**config.mk**
```make
export PLATFORM = sky130hd
export DESIGN_NAME = fetch_queue
export DESIGN_NICKNAME = d
export VERILOG_FILES = /design/src/rtl/fetch_queue_pkg.sv /design/src/rtl/fetch_queue_mem.sv /design/src/rtl/fetch_queue.sv
export SDC_FILE = /design/constraint.sdc
export NUM_CORES = 1
export LEC_CHECK = 0
export ABC_AREA = 1
export BUFFER_PORTS_ARGS = -buffer_cell sky130_fd_sc_hd__buf_2
export CORE_UTILIZATION = 30
export CTS_CLUSTER_SIZE = 8
export DETAILED_ROUTE_END_ITERATION = 16
export GPL_ROUTABILITY_DRIVEN = 0
export HOLD_SLACK_MARGIN = 0.06
export PLACE_DENSITY = 0.56
export SLEW_MARGIN = 20
export SYNTH_ARGS = -nofsm -noshare
export SYNTH_HDL_FRONTEND = slang
export SYNTH_SLANG_ARGS = --single-unit
```
**constraint.sdc**
```tcl
create_clock -name Clk -period 2.85 [get_ports Clk]
set_input_delay 0.57 -clock Clk [delete_from_list [all_inputs] [get_ports Clk]]
set_output_delay 0.57 -clock Clk [all_outputs]
set_load 0.01 [all_outputs]
```
**src/rtl/fetch_queue_pkg.sv**
```systemverilog
// ---------------------------------------------------------------------------
// fetch_queue_pkg
// Shared definitions for the fetch queue: field widths, the packed entry
// layout and helpers that pack the fetch bundle fields into one entry vector.
//
// Entry layout (MSB .. LSB), 131 bits total:
//   [130:99] IR          instruction word
//   [98:67]  PC          sequential next PC
//   [66:35]  InstrAddr   address of the instruction
//   [34:3]   Predict     predicted target
//   [2]      PCSource    predict-taken flag
//   [1:0]    CB          prediction counter bits
// ---------------------------------------------------------------------------
package fetch_queue_pkg;

    localparam int IR_W    = 32;
    localparam int ADDR_W  = 32;
    localparam int CB_W    = 2;
    localparam int ENTRY_W = IR_W + 3 * ADDR_W + 1 + CB_W;

    // Bit offsets of each field inside an entry
    localparam int CB_LSB    = 0;
    localparam int PCSRC_BIT = CB_LSB + CB_W;
    localparam int PRED_LSB  = PCSRC_BIT + 1;
    localparam int IADDR_LSB = PRED_LSB + ADDR_W;
    localparam int PC_LSB    = IADDR_LSB + ADDR_W;
    localparam int IR_LSB    = PC_LSB + ADDR_W;

    typedef logic [ENTRY_W-1:0] entry_t;

    // Pack the individual bundle fields into a single entry vector
    function automatic entry_t pack_entry(
        input logic [IR_W-1:0]   ir,
        input logic [ADDR_W-1:0] pc,
        input logic [ADDR_W-1:0] instr_addr,
        input logic [ADDR_W-1:0] predict,
        input logic              pc_source,
        input logic [CB_W-1:0]   cb
    );
        entry_t e;
        e = {ENTRY_W{1'b0}};
        e[IR_LSB    +: IR_W]   = ir;
        e[PC_LSB    +: ADDR_W] = pc;
        e[IADDR_LSB +: ADDR_W] = instr_addr;
        e[PRED_LSB  +: ADDR_W] = predict;
        e[PCSRC_BIT]           = pc_source;
        e[CB_LSB    +: CB_W]   = cb;
        return e;
    endfunction

endpackage

```
**src/rtl/fetch_queue_mem.sv**
```systemverilog
// ---------------------------------------------------------------------------
// fetch_queue_mem
// DEPTH x ENTRY_W register array backing the fetch queue. One synchronous
// write port and one asynchronous (combinational) read port. The whole array
// is cleared to zero by the asynchronous active-low reset so that the queue
// outputs read as zero after reset.
//
// Ports:
//   clk    in   clock, rising edge
//   rst_n  in   asynchronous active-low reset, clears all entries
//   we     in   write enable
//   waddr  in   write address (AW bits)
//   wdata  in   write data (ENTRY_W bits)
//   raddr  in   read address (AW bits)
//   rdata  out  entry at raddr
// ---------------------------------------------------------------------------
module fetch_queue_mem
    import fetch_queue_pkg::*;
#(
    parameter int DEPTH = 4,
    parameter int AW    = 2
) (
    input  logic               clk,
    input  logic               rst_n,
    input  logic               we,
    input  logic [AW-1:0]      waddr,
    input  logic [ENTRY_W-1:0] wdata,
    input  logic [AW-1:0]      raddr,
    output logic [ENTRY_W-1:0] rdata
);

    logic [ENTRY_W-1:0] mem_r [DEPTH];

    // Storage array: cleared on reset, written on we
    always_ff @(posedge clk or negedge rst_n) begin
        if (!rst_n) begin
            for (int i = 0; i < DEPTH; i++) begin
                mem_r[i] <= {ENTRY_W{1'b0}};
            end
        end else if (we) begin
            mem_r[waddr] <= wdata;
        end
    end

    assign rdata = mem_r[raddr];

endmodule

```
**src/rtl/fetch_queue.sv**
```systemverilog
// ---------------------------------------------------------------------------
// fetch_queue
// Instruction buffer between fetch and decode. Accepts one fetch bundle per
// cycle (Push = InValid & InReady) and presents bundles to decode in order
// (Pop = OutValid & OutReady). Raises Full as a stall request when all
// DEPTH entries are occupied and discards its contents on Flush.
//
// InReady, Full and (in the default build) OutValid come straight from
// registers, so there is no combinational path from OutReady to InReady and a
// pop does not make room for a push in the same cycle when full.
//
// Optional build macro FETCH_QUEUE_BYPASS_EN: when the queue is empty and a
// bundle arrives without Flush, it is presented on the outputs in the same
// cycle; if decode takes it, it is never written into the storage.
//
// Ports:
//   Clk, Rst      clock (rising edge) and asynchronous active-low reset
//   Flush         synchronous flush, highest priority
//   InValid/InReady, InIR, InPC, InInstrAddr, InPredict, InPCSource, InCB
//                 fetch side bundle and handshake
//   OutValid/OutReady, IR, PC, InstrAddr, Predict, PCSource, CB
//                 decode side bundle and handshake (head entry)
//   Full          occupancy == DEPTH
//   Count         occupancy (AW+1 bits)
// ---------------------------------------------------------------------------
module fetch_queue
    import fetch_queue_pkg::*;
#(
    parameter int DEPTH = 4,
    parameter int AW    = 2
) (
    input  logic              Clk,
    input  logic              Rst,
    input  logic              Flush,
    input  logic              InValid,
    output logic              InReady,
    input  logic [IR_W-1:0]   InIR,
    input  logic [ADDR_W-1:0] InPC,
    input  logic [ADDR_W-1:0] InInstrAddr,
    input  logic [ADDR_W-1:0] InPredict,
    input  logic              InPCSource,
    input  logic [CB_W-1:0]   InCB,
    output logic              OutValid,
    input  logic              OutReady,
    output logic [IR_W-1:0]   IR,
    output logic [ADDR_W-1:0] PC,
    output logic [ADDR_W-1:0] InstrAddr,
    output logic [ADDR_W-1:0] Predict,
    output logic              PCSource,
    output logic [CB_W-1:0]   CB,
    output logic              Full,
    output logic [AW:0]       Count
);

    localparam logic [AW:0] FULL_CNT = (AW+1)'(DEPTH);
    localparam logic [AW:0] ZERO_CNT = (AW+1)'(0);

    logic [AW-1:0] rd_ptr_r;
    logic [AW-1:0] wr_ptr_r;
    logic [AW-1:0] rd_ptr_nxt_s;
    logic [AW-1:0] wr_ptr_nxt_s;
    logic [AW:0]   count_r;
    logic [AW:0]   count_nxt_s;
    logic          full_r;
    logic          nonempty_r;

    logic          push_s;
    logic          pop_s;
    logic          wr_en_s;
    logic          rd_en_s;
    logic          out_valid_s;
    entry_t        in_entry_s;
    entry_t        rd_entry_s;
    entry_t        out_entry_s;

    assign in_entry_s = pack_entry(InIR, InPC, InInstrAddr, InPredict, InPCSource, InCB);

    // Acceptance depends only on registered occupancy
    assign push_s = InValid & ~full_r;

`ifdef FETCH_QUEUE_BYPASS_EN
    logic bypass_s;
    logic bypass_take_s;

    // Empty queue with an incoming bundle: forward it to decode this cycle.
    // Flush suppresses the bypass, so OutValid is 0 in a Flush cycle when empty.
    assign bypass_s      = ~nonempty_r & InValid & ~Flush;
    assign bypass_take_s = bypass_s & OutReady;
    assign out_valid_s   = nonempty_r | bypass_s;
    assign out_entry_s   = bypass_s ? in_entry_s : rd_entry_s;
    assign pop_s         = out_valid_s & OutReady;
    // A bundle consumed through the bypass never touches storage or pointers
    assign wr_en_s       = push_s & ~Flush & ~bypass_take_s;
    assign rd_en_s       = pop_s & nonempty_r & ~Flush;
`else
    assign out_valid_s   = nonempty_r;
    assign out_entry_s   = rd_entry_s;
    assign pop_s         = out_valid_s & OutReady;
    assign wr_en_s       = push_s & ~Flush;
    assign rd_en_s       = pop_s & ~Flush;
`endif

    fetch_queue_mem #(
        .DEPTH (DEPTH),
        .AW    (AW)
    ) u_mem (
        .clk   (Clk),
        .rst_n (Rst),
        .we    (wr_en_s),
        .waddr (wr_ptr_r),
        .wdata (in_entry_s),
        .raddr (rd_ptr_r),
        .rdata (rd_entry_s)
    );

    // Next pointer / occupancy; Flush overrides any push or pop
    always_comb begin
        rd_ptr_nxt_s = rd_ptr_r;
        wr_ptr_nxt_s = wr_ptr_r;
        count_nxt_s  = count_r;
        if (Flush) begin
            rd_ptr_nxt_s = {AW{1'b0}};
            wr_ptr_nxt_s = {AW{1'b0}};
            count_nxt_s  = ZERO_CNT;
        end else begin
            if (wr_en_s) begin
                wr_ptr_nxt_s = wr_ptr_r + AW'(1);
            end else begin
                wr_ptr_nxt_s = wr_ptr_r;
            end
            if (rd_en_s) begin
                rd_ptr_nxt_s = rd_ptr_r + AW'(1);
            end else begin
                rd_ptr_nxt_s = rd_ptr_r;
            end
            // Push is blocked at full and pop at empty, so no overflow here
            case ({wr_en_s, rd_en_s})
                2'b10:   count_nxt_s = count_r + (AW+1)'(1);
                2'b01:   count_nxt_s = count_r - (AW+1)'(1);
                default: count_nxt_s = count_r;
            endcase
        end
    end

    // State registers; full/nonempty flags precomputed from next occupancy
    always_ff @(posedge Clk or negedge Rst) begin
        if (!Rst) begin
            rd_ptr_r   <= {AW{1'b0}};
            wr_ptr_r   <= {AW{1'b0}};
            count_r    <= ZERO_CNT;
            full_r     <= 1'b0;
            nonempty_r <= 1'b0;
        end else begin
            rd_ptr_r   <= rd_ptr_nxt_s;
            wr_ptr_r   <= wr_ptr_nxt_s;
            count_r    <= count_nxt_s;
            full_r     <= (count_nxt_s == FULL_CNT);
            nonempty_r <= (count_nxt_s != ZERO_CNT);
        end
    end

    assign InReady   = ~full_r;
    assign Full      = full_r;
    assign Count     = count_r;
    assign OutValid  = out_valid_s;

    assign IR        = out_entry_s[IR_LSB    +: IR_W];
    assign PC        = out_entry_s[PC_LSB    +: ADDR_W];
    assign InstrAddr = out_entry_s[IADDR_LSB +: ADDR_W];
    assign Predict   = out_entry_s[PRED_LSB  +: ADDR_W];
    assign PCSource  = out_entry_s[PCSRC_BIT];
    assign CB        = out_entry_s[CB_LSB    +: CB_W];

endmodule

```
# After elaboration in Yosys (flattened, before gate mapping)
# Index checks and enable logic that the tools add are counted.
# op_classes
n_addsub	4
magnitude_cmp	3
n_eq_ne	3
n_mux	12
bitwise	8
n_reduce_logical	4
# ops
operator	n
524-bit bitwise mux	1
131-bit 2-to-1 mux	3
131-bit binary-select mux with 2-bit select	1
131-bit demux with 2-bit select	1
2-bit 2-to-1 mux	4
3-bit >= comparator (second input constant)	2
2-bit NOT with 3-bit output	2
3-bit case mux with 2 select lines	1
2-bit by 1-bit adder with 2-bit output (second input constant)	2
1-bit AND	4
2-bit nonzero test	2
3-bit by 1-bit adder with 3-bit output (second input constant)	1
3-bit equality test (second input constant)	1
3-bit by 1-bit < comparator with 1-bit output (second input constant)	1
3-bit 2-to-1 mux	1
3-bit nonzero test	1
3-bit by 1-bit subtractor with 3-bit output (second input constant)	1
2-bit by 1-bit equality test with 1-bit output (second input constant)	1
2-bit equality test (second input constant)	1
1-bit NOT	2
1-bit logical AND	1
# word_totals
reg_bits	533
in_bits	136
output_inout_bits	137
word_cells	43

# Logic depth before layout (Yosys ltp)
# logic_depth
ltp_word	7
depth_mapped	11
ltp_nobuf	11

# Hierarchy
# A second synthesis with hierarchy kept.
# unflattened
hier_cells	3872
hier_area_um2	27636.5
# by_module_without_submodules
module	n_inst	cells_each	area_each_um2	seq_area_each_um2
fetch_queue_mem	1	3818	27181.1	13112.6
fetch_queue	1	54	455.4	225.2

# Worst setup path before layout
# OpenSTA, ideal clock, no wires.
# synth_timing
kind	input port to flip-flop
startpoint	input port Flush
endpoint	register nonempty_r (netlist: OutValid)
setup_ns	0.121
arrival_ns	2.083
required_time_ns	2.729
setup_slack_ns	0.646
path_stages	10
n_path_buf	0
cell_sequence	nor3_4 > inv_1 > ha_1 > fa_1 > nor2_1 > nor2_1 > nand2_1 > nand2_1 > inv_1 > nand2_1
# synth_via
elab_chain_len	6
word_cells_on_any_way	8
classes_between	2 x eq/ne; 2 x mux; 3 x bitwise; 1 x reduce/logical
# synth_lines
element	line_no	source
from (decl)	fetch_queue.sv:34	input logic Flush,
1-bit NOT	fetch_queue.sv:99, fetch_queue.sv:100	
1-bit AND (on tied branches)	fetch_queue.sv:100, fetch_queue.sv:99	
2-bit by 1-bit equality test with 1-bit output / 2-bit equality test (equally long branches)	fetch_queue.sv:137	case ({wr_en_s, rd_en_s})
3-bit case mux with 2 select lines	fetch_queue.sv:137	
3-bit 2-to-1 mux (*)	fetch_queue.sv:121	if (Flush) begin
3-bit nonzero test (*)	fetch_queue.sv:158	nonempty_r <= (count_nxt_s != ZERO_CNT);
to (signal assigned)	fetch_queue.sv:158	
to (decl)	fetch_queue.sv:65	logic nonempty_r;
# Every way passes the cells marked *; elsewhere a longest branch is shown, timed or not.
# A chain may end at the register's enable or synchronous reset.

# Worst setup path in the final report
# layout_timing
startpoint	register rd_ptr_r[0]
endpoint	output port PC[30]
# layout_via
elab_chain_len	4
# layout_lines
element	line_no	source
from (decl)	fetch_queue.sv:58	logic [AW-1:0] rd_ptr_r;
from (signal assigned)	fetch_queue.sv:148	rd_ptr_r <= {AW{1'b0}};
from (signal assigned)	fetch_queue.sv:154	rd_ptr_r <= rd_ptr_nxt_s;
2-bit NOT with 3-bit output (not written as such)	fetch_queue_mem.sv:45	assign rdata = mem_r[raddr];
131-bit binary-select mux with 2-bit select	fetch_queue_mem.sv:45	
131-bit 2-to-1 mux (not written as such) (2 in a row)	fetch_queue_mem.sv:45	
to (decl)	fetch_queue.sv:46	output logic [ADDR_W-1:0] PC,
# No other way between the ends. The select of a mux whose other input is x is not followed.

==> impl_metrics.toml <==
[sta]
rsz0062_at_grt = "yes"
fin_crit_ns = 2.78
tightest_slew_ns = 0.660
maxSlewHeadroom = 0.560
drv_slew = 0
setup_viol_count_final = 0
max_clock_freq_mhz = 360
fin_skew_ns = 0.0273
hold_violations = 0
fin_crit_sh = 0.975

[floorplanning]
rows = 102
die_h_microns = 282
chipWidth_microns = 282
core_area_sq_mm = 0.0773
boundaryPins = 273
dieArea_sq_mm = 0.0793
initial_utilization = 0.303

[synthesis]
synthAdderAreaFrac = 0.00352
synth_top_area_frac = 0.569
syn_area_sq_mm = 0.0235
synthMuxAreaShare = 0
synth_top_area_cell = "dfrtp_1"
synth_compound_area_frac = 0.214
synthSimpleGateAreaFrac = 0.132
synth-xor-area-share = 0
ys_seq_area_frac = 0.569
synth_cells = 2620
synth_cell_type_count = 20
avgSynthCellArea_sq_um = 8.95
yosysWarnings = 0
synth_top_family_by_area = "compound AO/OA/AOI/OAI gates"
ys_seq_elements = 533
synthTopCellsByArea = "dfrtp_1 (57%), o21ai_0 (12%), nand2_1 (8.6%)"
synth_fp_nets = 2762

[worst_setup_path]
critical_path_arrival_ns = 2.21
crit_type = "flip-flop to output port"
endpoint_kind = "output port"
crit_end = "PC[30]"
worst_ep_required_time_ns = 2.28
critPathLaunchType = "flip-flop"
r2r_end = "u_mem.mem_r[475]"
worstReg2RegStart = "Full"
r2r_setup_slack_ns = 0.85
cp_max_fo = 69
critPathLaunch = "rd_ptr_r[0]"
reg2reg_depth = 7

[cells_and_area]
regArea_sq_mm = 0.0133
stdcell_count = 3889
fill_cells = 8092
multi_input_area_sq_mm = 0.00827
area_growth_pct = 19.0
drive_gt1_frac = 0.175
final_cell_area_sq_mm = 0.0279
nets = 2980

[grt]
track_usage = 0.166
grt_pass1_vias = 18629
grt_first_pass_wirelength_mm = 104
antenna_found_initial = 9
grt_max_degree = 139
gr-total-overflow = 0

[cts]
clkTransAtPathRegs_ns = 0.05
clockRootBuffer = "clkbuf_16"
cts_tree = "done"
cts.sink_count = 533
cts_buffer_depth = 3
h-tree-depth = 3
cts_made_buffers = 77
clk-insertion-delay-late_ns = 0.60

[pwr]
power_leakage_uw = 0.0136
vdd_drop_max_v = 0.000441
power-per-cell-area_mw_per_mm2 = 876

[routing]
dr_total_vias = 18846
viasPerCell = 4.85
drt-pass1-iter-count = 6
antenna_left = 0
drcViolationCount = 0
first_iter_violations = 1303
wl_per_cell_microns = 17.3
wirelength_mm = 67.2

[placed_design]
port_buffers = 272
dpl-instance-area_sq_mm = 0.0256
dpl.cell_count = 3791
dp_hpwl_mm = 38.6

[hold_path]
hold_class = "input port to flip-flop"

[outcome]
status = "finished, final reports clean"

[flow_run]
cap_violations = 0
kinds of logic after synthesis:
logic type | count (synthesis)
flip-flops | 533
AO/OA/AOI/OAI | 923
buffers and inverters | 345
AND/OR/NAND/NOR | 813
adder cells (fa/ha/maj) | 6
per-stage QoR:
stage | hold slack, ns | util | worst slack [ns] | TNS, ns | power [uW]
finish | 0.267 | 0.361 | 0.0723 | 0 | 24400
global route | 0.253 | 0.361 | -0.0158 | -0.0262 | 26100
floorplan | 0.274 | - | 0.646 | 0 | 14100
CTS | 0.222 | 0.359 | -0.0420 | -0.599 | 24700
global placement | 0.460 | 0.331 | 0.566 | 0 | 16000
detailed placement | 0.463 | 0.331 | 0.546 | 0 | 16100
final cells by class:
class	instances	share of cell area
Sequential cell	533	0.478
Multi-Input combinational cell	1742	0.296
Timing Repair Buffer	337	0.0826
Clock buffer	83	0.0714
Tap cell	1040	0.0466
Inverter	147	0.0208
Clock inverter	6	0.00395
Antenna cell	1	0.0000897
how the worst min path moves through the flow:
stage	from	cells after the start	end	slack [ns]
finish	InPredict[31]	3	u_mem.mem_r[34]	0.27
global route	InPredict[30]	3	u_mem.mem_r[33]	0.25
CTS	InPredict[14]	3	u_mem.mem_r[17]	0.22
detailed placement	u_mem.mem_r[250]	2	u_mem.mem_r[250]	0.46
global placement	u_mem.mem_r[362]	2	u_mem.mem_r[362]	0.46
floorplan	Rst	0	Count[0]	0.27
sequential cells by signal (all words and copies together) (netlist names):
register	cells
Count	3
Full	1
OutValid	1
rd_ptr_r	2
u_mem.mem_r	524
wr_ptr_r	2
worst max-delay path: stages, from the launching register on:
cell	delay (ns)
dfrtp_4	0.57
buf_16	0.26
o21ai_0	0.17
o22ai_1	0.28
buf_2	0.19
layer usage:
| metal | part of all wire | global-route usage |
|---|---|---|
| met5 | 0.0015 | 0 |
| met4 | 0.020 | 0.0499 |
| met3 | 0.054 | 0.0336 |
| met2 | 0.45 | 0.260 |
| met1 | 0.48 | 0.230 |
cell usage in the layout (no fill, tap or decap), types with 31 or more instances in the layout:
| cell | instances |
|---|---|
| buf_2 | 271 |
| buf_4 | 31 |
| clkbuf_16 | 81 |
| dfrtp_1 | 531 |
| inv_1 | 145 |
| nand2_1 | 535 |
| nor2_1 | 266 |
| o21ai_0 | 555 |
| o21ai_1 | 173 |
| o21ai_2 | 62 |
| o22ai_1 | 127 |
report_power, final:
part	internal, uW	total [uW]	switching (uW)
logic	2150	5280	3130
registers	9740	10800	1110
clock network	5060	8310	3250
Yosys cell counts:
cell type / count
o21ai_1: 172
ha_1: 5
clkbuf_1: 104
fa_1: 1
buf_6: 80
dfrtp_1: 533
nand2_1: 535
or2_2: 2
nor3_4: 1
a21oi_1: 2
buf_1: 3
nand2_4: 4
nand4_1: 1
nand3_1: 4
o22ai_1: 131
buf_2: 11
nor2_1: 266
inv_1: 147
o21ai_2: 62
o21ai_0: 556
what timing repair did:
item / in CTS / in global routing
setup endpoints to repair: 20 / 97
hold buffers: 1 / 0
cloned: 1 / 4
buffers inserted: 0 / 2
resized for setup: 5 / 8
hold endpoints to repair: 45 / 0
(Power assumes the default switching activity.)
